File: config.mk
export PLATFORM = sky130hd
export DESIGN_NAME = serial_sub_rtl
export DESIGN_NICKNAME = d
export VERILOG_FILES = /design/src/rtl/serial_sub_pkg.sv /design/src/rtl/serial_sub_fs.sv /design/src/rtl/serial_sub_rtl.sv
export SDC_FILE = /design/constraint.sdc
export NUM_CORES = 1
export LEC_CHECK = 0
export ABC_AREA = 1
export BUFFER_PORTS_ARGS = -buffer_cell sky130_fd_sc_hd__buf_4
export CORE_ASPECT_RATIO = 1.75
export CORE_MARGIN = 2
export CORE_UTILIZATION = 53
export CTS_CLUSTER_DIAMETER = 200
export DETAILED_ROUTE_END_ITERATION = 8
export PLACE_DENSITY = 0.74
export SLEW_MARGIN = 20
export SYNTH_ARGS = -nofsm -noshare
export SYNTH_HDL_FRONTEND = slang
export SYNTH_SLANG_ARGS = --single-unit
File: constraint.sdc
create_clock -name clk -period 1.9 [get_ports clk]
set_clock_uncertainty 0.15 [all_clocks]
set_input_delay 0.19 -clock clk [delete_from_list [all_inputs] [get_ports clk]]
set_output_delay 0.19 -clock clk [all_outputs]
set_load 0.05 [all_outputs]
File: src/rtl/serial_sub_pkg.sv
// Shared definitions for the bit-serial subtractor.
//
// Contents:
//   state_e      - controller states (IDLE, CALC, DONE), 2-bit encoding
//   MIN_CNT_W    - narrowest counter the controller will ever build
//   cnt_width()  - counter width for a given operand width
package serial_sub_pkg;

    typedef enum logic [1:0] {
        IDLE = 2'd0,
        CALC = 2'd1,
        DONE = 2'd2
    } state_e;

    localparam int MIN_CNT_W = 1;

    // The counter runs 0 .. n-1, so $clog2(n) bits are enough.
    // The clamp keeps a legal 1-bit vector if n is ever as small as 1.
    function automatic int cnt_width(input int n);
        int w;
        w = $clog2(n);
        return (w < MIN_CNT_W) ? MIN_CNT_W : w;
    endfunction

endpackage

File: src/rtl/serial_sub_fs.sv
// One-bit full subtractor cell: computes a - b - bin.
//
// Ports:
//   a    in  : minuend bit
//   b    in  : subtrahend bit
//   bin  in  : borrow in
//   diff out : difference bit
//   bout out : borrow out
module FS_rtl (
    input  logic a,
    input  logic b,
    input  logic bin,
    output logic diff,
    output logic bout
);

    assign diff = a ^ b ^ bin;
    // Borrow when b exceeds a outright, or when they are equal and a
    // borrow is already pending from the bit below.
    assign bout = (~a & b) | (~(a ^ b) & bin);

endmodule

File: src/rtl/serial_sub_rtl.sv
// Bit-serial subtractor: out_diff = (in_a - in_b) mod 2^nbits, one bit per
// clock, LSB first, through a single FS_rtl cell.
//
// Ports:
//   clk        in  : clock, rising edge
//   reset      in  : asynchronous, active-high reset
//   in_val     in  : operand pair valid
//   in_rdy     out : ready to accept operands (IDLE and not in reset)
//   in_a       in  : minuend   [nbits-1:0]
//   in_b       in  : subtrahend [nbits-1:0]
//   out_val    out : result valid (DONE)
//   out_rdy    in  : consumer accepts result
//   out_diff   out : difference [nbits-1:0]
//   out_borrow out : final borrow, 1 iff in_a < in_b (unsigned)
//
// Latency: accept edge, then nbits CALC cycles, then DONE until out_rdy.
module serial_sub_rtl
    import serial_sub_pkg::*;
#(
    parameter int nbits = 8
) (
    input  logic             clk,
    input  logic             reset,
    input  logic             in_val,
    output logic             in_rdy,
    input  logic [nbits-1:0] in_a,
    input  logic [nbits-1:0] in_b,
    output logic             out_val,
    input  logic             out_rdy,
    output logic [nbits-1:0] out_diff,
    output logic             out_borrow
);

    localparam int CW = cnt_width(nbits);
    localparam logic [CW-1:0] LAST_BIT = CW'(nbits - 1);

    state_e           state_q,  state_d;
    logic [nbits-1:0] a_q,      a_d;
    logic [nbits-1:0] b_q,      b_d;
    logic [nbits-1:0] diff_q,   diff_d;
    logic             borrow_q, borrow_d;
    logic [CW-1:0]    cnt_q,    cnt_d;

    logic             fs_diff;
    logic             fs_bout;
    logic             accept;

    FS_rtl u_fs (
        .a    (a_q[0]),
        .b    (b_q[0]),
        .bin  (borrow_q),
        .diff (fs_diff),
        .bout (fs_bout)
    );

    // Handshake flags depend only on state (and reset), never on in_*,
    // so there is no combinational in->out path.
    assign in_rdy     = (state_q == IDLE) && !reset;
    assign out_val    = (state_q == DONE);
    assign out_diff   = diff_q;
    assign out_borrow = borrow_q;

    assign accept = in_val && in_rdy;

    always_comb begin
        state_d  = state_q;
        a_d      = a_q;
        b_d      = b_q;
        diff_d   = diff_q;
        borrow_d = borrow_q;
        cnt_d    = cnt_q;

        case (state_q)
            IDLE: begin
                if (accept) begin
                    a_d      = in_a;
                    b_d      = in_b;
                    borrow_d = 1'b0;
                    cnt_d    = '0;
                    state_d  = CALC;
                end
            end

            CALC: begin
                // Result bits enter at the MSB; after nbits shifts the first
                // computed bit (the LSB) has reached diff_q[0].
                diff_d   = {fs_diff, diff_q[nbits-1:1]};
                a_d      = {1'b0, a_q[nbits-1:1]};
                b_d      = {1'b0, b_q[nbits-1:1]};
                borrow_d = fs_bout;
                if (cnt_q == LAST_BIT) begin
                    // Hold the counter at its last value rather than
                    // wrapping; it is cleared again on the next accept.
                    state_d = DONE;
                end else begin
                    cnt_d = cnt_q + CW'(1);
                end
            end

            DONE: begin
                if (out_rdy) begin
                    state_d = IDLE;
                end
            end

            default: begin
                state_d = IDLE;
            end
        endcase
    end

    always_ff @(posedge clk or posedge reset) begin
        if (reset) begin
            state_q  <= IDLE;
            a_q      <= '0;
            b_q      <= '0;
            diff_q   <= '0;
            borrow_q <= 1'b0;
            cnt_q    <= '0;
        end else begin
            state_q  <= state_d;
            a_q      <= a_d;
            b_q      <= b_d;
            diff_q   <= diff_d;
            borrow_q <= borrow_d;
            cnt_q    <= cnt_d;
        end
    end

endmodule
* Word-level counts from Yosys, hierarchy flattened
Index checks and enable logic that the tools add are counted.
** Storage, ports and cells
- Bits in registers :: 30
- Input bits :: 20
- Output and inout port bits :: 11
- Word-level logic and storage cells :: 42
** Cells by class
- Add/subtract/negate cells :: 1
- Equality and inequality tests :: 7
- Mux-type cells :: 13
- Bitwise operators :: 7
- Reductions and logical operators :: 8
** Operator list (count)
- $pmux W8 S2 :: 2
- $mux W8 :: 2
- $mux W2 :: 3
- $mux W3 :: 2
- $ne A2 B2 Y1 const B :: 3
- $pmux W2 S3 :: 1
- $pmux W3 S2 :: 1
- $reduce_and A3 Y1 :: 2
- $add A3 B1 Y3 const B :: 1
- $eq A3 B3 Y1 const B :: 1
- $and A1 B1 Y1 :: 2
- $eq A2 B1 Y1 const B :: 1
- $eq A2 B2 Y1 const B :: 1
- $logic_and A1 B1 Y1 :: 2
- $logic_not A2 Y1 :: 1
- $ne A2 B1 Y1 const B :: 1
- $not A1 Y1 :: 2
- $pmux W1 S2 :: 1
- $reduce_and A2 Y1 :: 1
- $reduce_bool A2 Y1 :: 1
- $xor A1 B1 Y1 :: 2
- $logic_not A1 Y1 :: 1
- $mux W1 :: 1
- $or A1 B1 Y1 :: 1

* Longest topological paths before layout
- Depth after elaboration :: 5
- Mapped depth :: 7
- Mapped depth without buffers :: 7

* Cells and area by module
Synthesis repeated with hierarchy kept, for this count alone.
** Unflattened totals
- Cells, all modules :: 190
- Area total of the unflattened synthesis :: 1448.9 µm²
** Modules (own cells, without submodules)
- serial_sub_rtl :: times used 1, cells each 186, area each 1417.6 µm², sequential area each 750.7 µm²
- FS_rtl :: times used 1, cells each 4, area each 31.3 µm², sequential area each 0.0 µm²

* Least setup slack after synthesis
No wires, ideal clock.
- Kind :: flip-flop to flip-flop
- From :: register state_q[0]
- To :: register a_q[7]
- Library setup time :: 0.072 ns
- Arrival time :: 1.880 ns
- Data required time :: 1.678 ns
- Path slack :: -0.201 ns
- Cell stages (with the launch flop) :: 4
- Buffers on the path :: 0
- Period minus slack after synthesis :: 2.101 ns
- Cells stage by stage :: dfrtp_1 > nor3_1 > nand3_1 > nand2_1
** On the way
- Word-level cells in the longest chain between the ends :: 5
- Elaborated cells between the ends (all ways) :: 8
** Ends and longest elaborated chain
- start, declared :: line serial_sub_rtl.sv:37 : state_e state_q, state_d;
- start signal, assigned :: line serial_sub_rtl.sv:121 : state_q <= state_d;
- $logic_not A2 Y1 :: line serial_sub_rtl.sv:58 : assign in_rdy = (state_q == IDLE) && !reset;
- $logic_and A1 B1 Y1 :: line serial_sub_rtl.sv:58
- via in_rdy :: line serial_sub_rtl.sv:25 : output logic in_rdy,
- $logic_and A1 B1 Y1 :: line serial_sub_rtl.sv:63 : assign accept = in_val && in_rdy;
- $ne A2 B2 Y1 (no source line)
- $reduce_and A2 Y1 (no source line)
- end signal, assigned :: line serial_sub_rtl.sv:115 : a_q <= '0;
- end signal, assigned :: line serial_sub_rtl.sv:122 : a_q <= a_d;
- end, declared :: line serial_sub_rtl.sv:38 : logic [nbits-1:0] a_q, a_d;
The timed path passes the listed nets, and every way through them passes these cells.
A chain may end at the register's enable or synchronous reset.

* Final worst setup path
- From :: input port reset
- To :: register a_q[0]
** On the way
- Word-level cells in the longest chain between the ends :: 5
** Ends and longest elaborated chain
- start, declared :: line serial_sub_rtl.sv:23 : input logic reset,
- $logic_not A1 Y1 (no source line)
- $logic_and A1 B1 Y1 :: line serial_sub_rtl.sv:58
- $logic_and A1 B1 Y1 :: line serial_sub_rtl.sv:63
- $ne A2 B2 Y1 (no source line)
- $reduce_and A2 Y1 (no source line)
Every way passes these cells.

==> flow_metrics.tcl <==
set metrics [dict create \
    cts_setup_buffers 0 \
    row_count 25 \
    ir_worst_vdd_uv 1490 \
    grt_start_max_net_pins 46 \
    dr.pass1.iters 4 \
    synth.most_common_cell "nand2_1" \
    htree_levels 2 \
    drc 0 \
    max_slew_margin_pct 70.7 \
    synth_edf_count 0 \
    cp_max_fo 15 \
    synth.distinct_cells 17 \
    core-area_um2 2660 \
    cp_slowest_cell "dlygate4sd3_1" \
    grt_pass1_vias 1264 \
    gp_congestion 0.758 \
    crit_top_cell "nand2_1" \
    cp-end-kind "flip-flop" \
    outcome "completed" \
    cts_tree "yes" \
    layout-drive-gt1-share_pct 21.2 \
    clk_pin_slew_worst_paths_ps 60 \
    fin_crit_ps 1670 \
    use_met3_pct 6.19 \
    die_x_um 43.5 \
    cts_resized 0 \
    fp.dieH_um 73.2 \
    fin_area_um2 1800 \
    ios 31 \
    use_met1_pct 25.0 \
    cts-root-buf "clkbuf_8" \
    cts.hold.buffers_added 2 \
    dpl.hpwl_mm 2.05 \
    yosys_warnings 0 \
    ys_seq_elements 30 \
    async_reset_ff_share_pct 100 \
    place_area_um2 1690 \
    min_path_type "in2reg" \
    worstPathCellList "dlygate4sd3_1 -> buf_4 -> inv_1 -> nand3_2 -> nand2_2 -> nand2_1 -> nand2_1" \
    switching_share_pct 45.6 \
    timing.max_cap.violations 0 \
    slowest_delay_ps 540 \
    critPathKind "in2reg" \
    cts.path.max_buffers 2 \
    p_switching_uw 1390 \
    rsz0062_at_grt "no" \
    global_route.usage.total_pct 22.1 \
    synth_fp_nets 211 \
    area_delta_synth_final_pct 24.0 \
    clock_insertion_delay_worst_skew_ps 280 \
    num_vias 1269 \
    setup-tns-final_ps 0 \
    grt_pass1_wl_mm 5.26 \
    pwr_density_cell_nw_per_um2 1690 \
    postRouteAntennaNets 0 \
    yosys.area.top_type "dfrtp_1" \
    grt_antenna_before_repair 0 \
    p_comb_share_pct 47.1 \
    slew_violations 0 \
    cts_buffers 5 \
    power.clock.fraction_pct 17.1 \
    syn_avg_cell_area_um2 7.71 \
    gr-usage-met2_pct 37.9 \
    worst_ep_arrival_time_ps 1730 \
    wirelength_mm 3.03 \
    fillers 237 \
    synth_area_leaders "dfrtp_1 52%, nand2_1 27%, nand3_1 7.6%" \
    yosysTopAreaCellShare_pct 51.8 \
    drt_iter0_drc 14 \
    vias_per_cell 5.10 \
    synth_top_flop_cell "dfrtp_1" \
    multi_input_area_um2 624 \
    worst_pin_slew_ps 440 \
    syn_area_um2 1450 \
    holdWs_ps 12.8 \
    fin_nets 244 \
    ys_top_cells_by_count "104 x nand2_1, 30 x dfrtp_1, 22 x nand3_1" \
    ys_seq_area_share_pct 51.8 \
    cp.required_ps 1960 \
    diodes 0 \
    final-seq-area_um2 751 \
    fmax_mhz 598 \
    initial_utilization_pct 54.5 \
    io_buffer_count 30 \
    netlist_instances 188 \
    p_leak_uw 0.00103 \
    top_usage_layer "met2" \
    p_int_uw 1660 \
    floorplan.die_area_um2 3190 \
    pwr-share-seq_pct 35.8 \
    hold_viol 0 \
    crit_path_start_kind "primary input" \
    finalCritPeriodShare_pct 88.0 \
    numClockSinks 30 \
    setup_viol 0 \
    wire_per_inst_um 12.2 \
    globalRoute.totalOverflow 0 \
]
==> kinds of logic (layout without fill, tap and decap cells) <==
| group | count (synthesis) | in the layout | share of synthesized area (%) |
|---|---|---|---|
| and+or+nand+nor | 136 | 136 | 38.8 |
| AOI/OAI and AO/OA | 2 | 2 | 0.776 |
| buffers and inverters | 17 | 51 | 5.52 |
| DFF | 30 | 30 | 51.8 |
| adders and majority gates | 3 | 3 | 3.11 |
==> flip-flops by register name, indices dropped and copies added, names as in the netlist <==
name        cells
cnt_q           3
a_q             8
out_borrow      1
state_q         2
out_diff        8
b_q             8
==> area by class of cell <==
class | instances | share of cell area [%]
Multi-Input combinational cell | 141 | 34.7
Timing Repair Buffer | 35 | 14.9
Inverter | 8 | 1.67
Clock buffer | 7 | 4.80
Tap cell | 27 | 1.88
Sequential cell | 30 | 41.8
Clock inverter | 1 | 0.278
==> cell usage in the layout, fill, tap and decap left out, drive strengths merged <==
master and instances:
o22ai 1, o21ai 1, dlygate4sd3 2, nand2 106, nor2 6, buf 33, dfrtp 30, clkbuf 7
fa 1, nor3 1, ha 2, clkinv 1, inv 8, nand3 23
==> stage by stage <==
stage | util (%) | instances | total power, uW | worst slack (ps)
final | 67.6 | 249 | 3050 | 229
after global routing | 67.6 | 249 | 3300 | 103
after CTS | 67.6 | 249 | 3080 | 235
after detailed placement | 63.4 | 239 | 2530 | 272
after global placement | 63.4 | 239 | 2480 | 333
after floorplan | - | 188 | 2190 | 214
==> power groups by stage <==
stage / Sequential, uW / Clock (uW) / Combinational [uW]
floorplan: 1350 / 0 / 837
global placement: 1090 / 0 / 1400
detailed placement: 1100 / 0 / 1430
CTS: 1090 / 535 / 1450
global route: 1130 / 551 / 1620
finish: 1090 / 520 / 1440
==> worst max-delay path: cells and delay by family <==
kind / cells / cell delay (ps)
AND/OR/NAND/NOR: 4 / 790
buffers and inverters: 3 / 760
==> worst paths after layout <==
check | start | depth (start not counted) | end | slack, ps
setup / recovery | reset | 7 | a_q[0] | 230
max in group asynchronous | reset | 4 | a_q[2] | 850
min in group asynchronous | reset | 4 | b_q[7] | 470
hold reg to reg | out_diff[0] | 2 | out_diff[0] | 330
setup reg to reg | state_q[0] | 5 | a_q[0] | 260
hold / removal | in_a[7] | 3 | a_q[7] | 10
==> per-layer routing <==
layer / vias to the layer above / share of wire [%]
li1: 645 / -
met1: 587 / 42
met2: 31 / 52
met3: 6 / 4.3
met4: 0 / 1.7
met5: - / 0
Power figures use the tool's default switching activity.
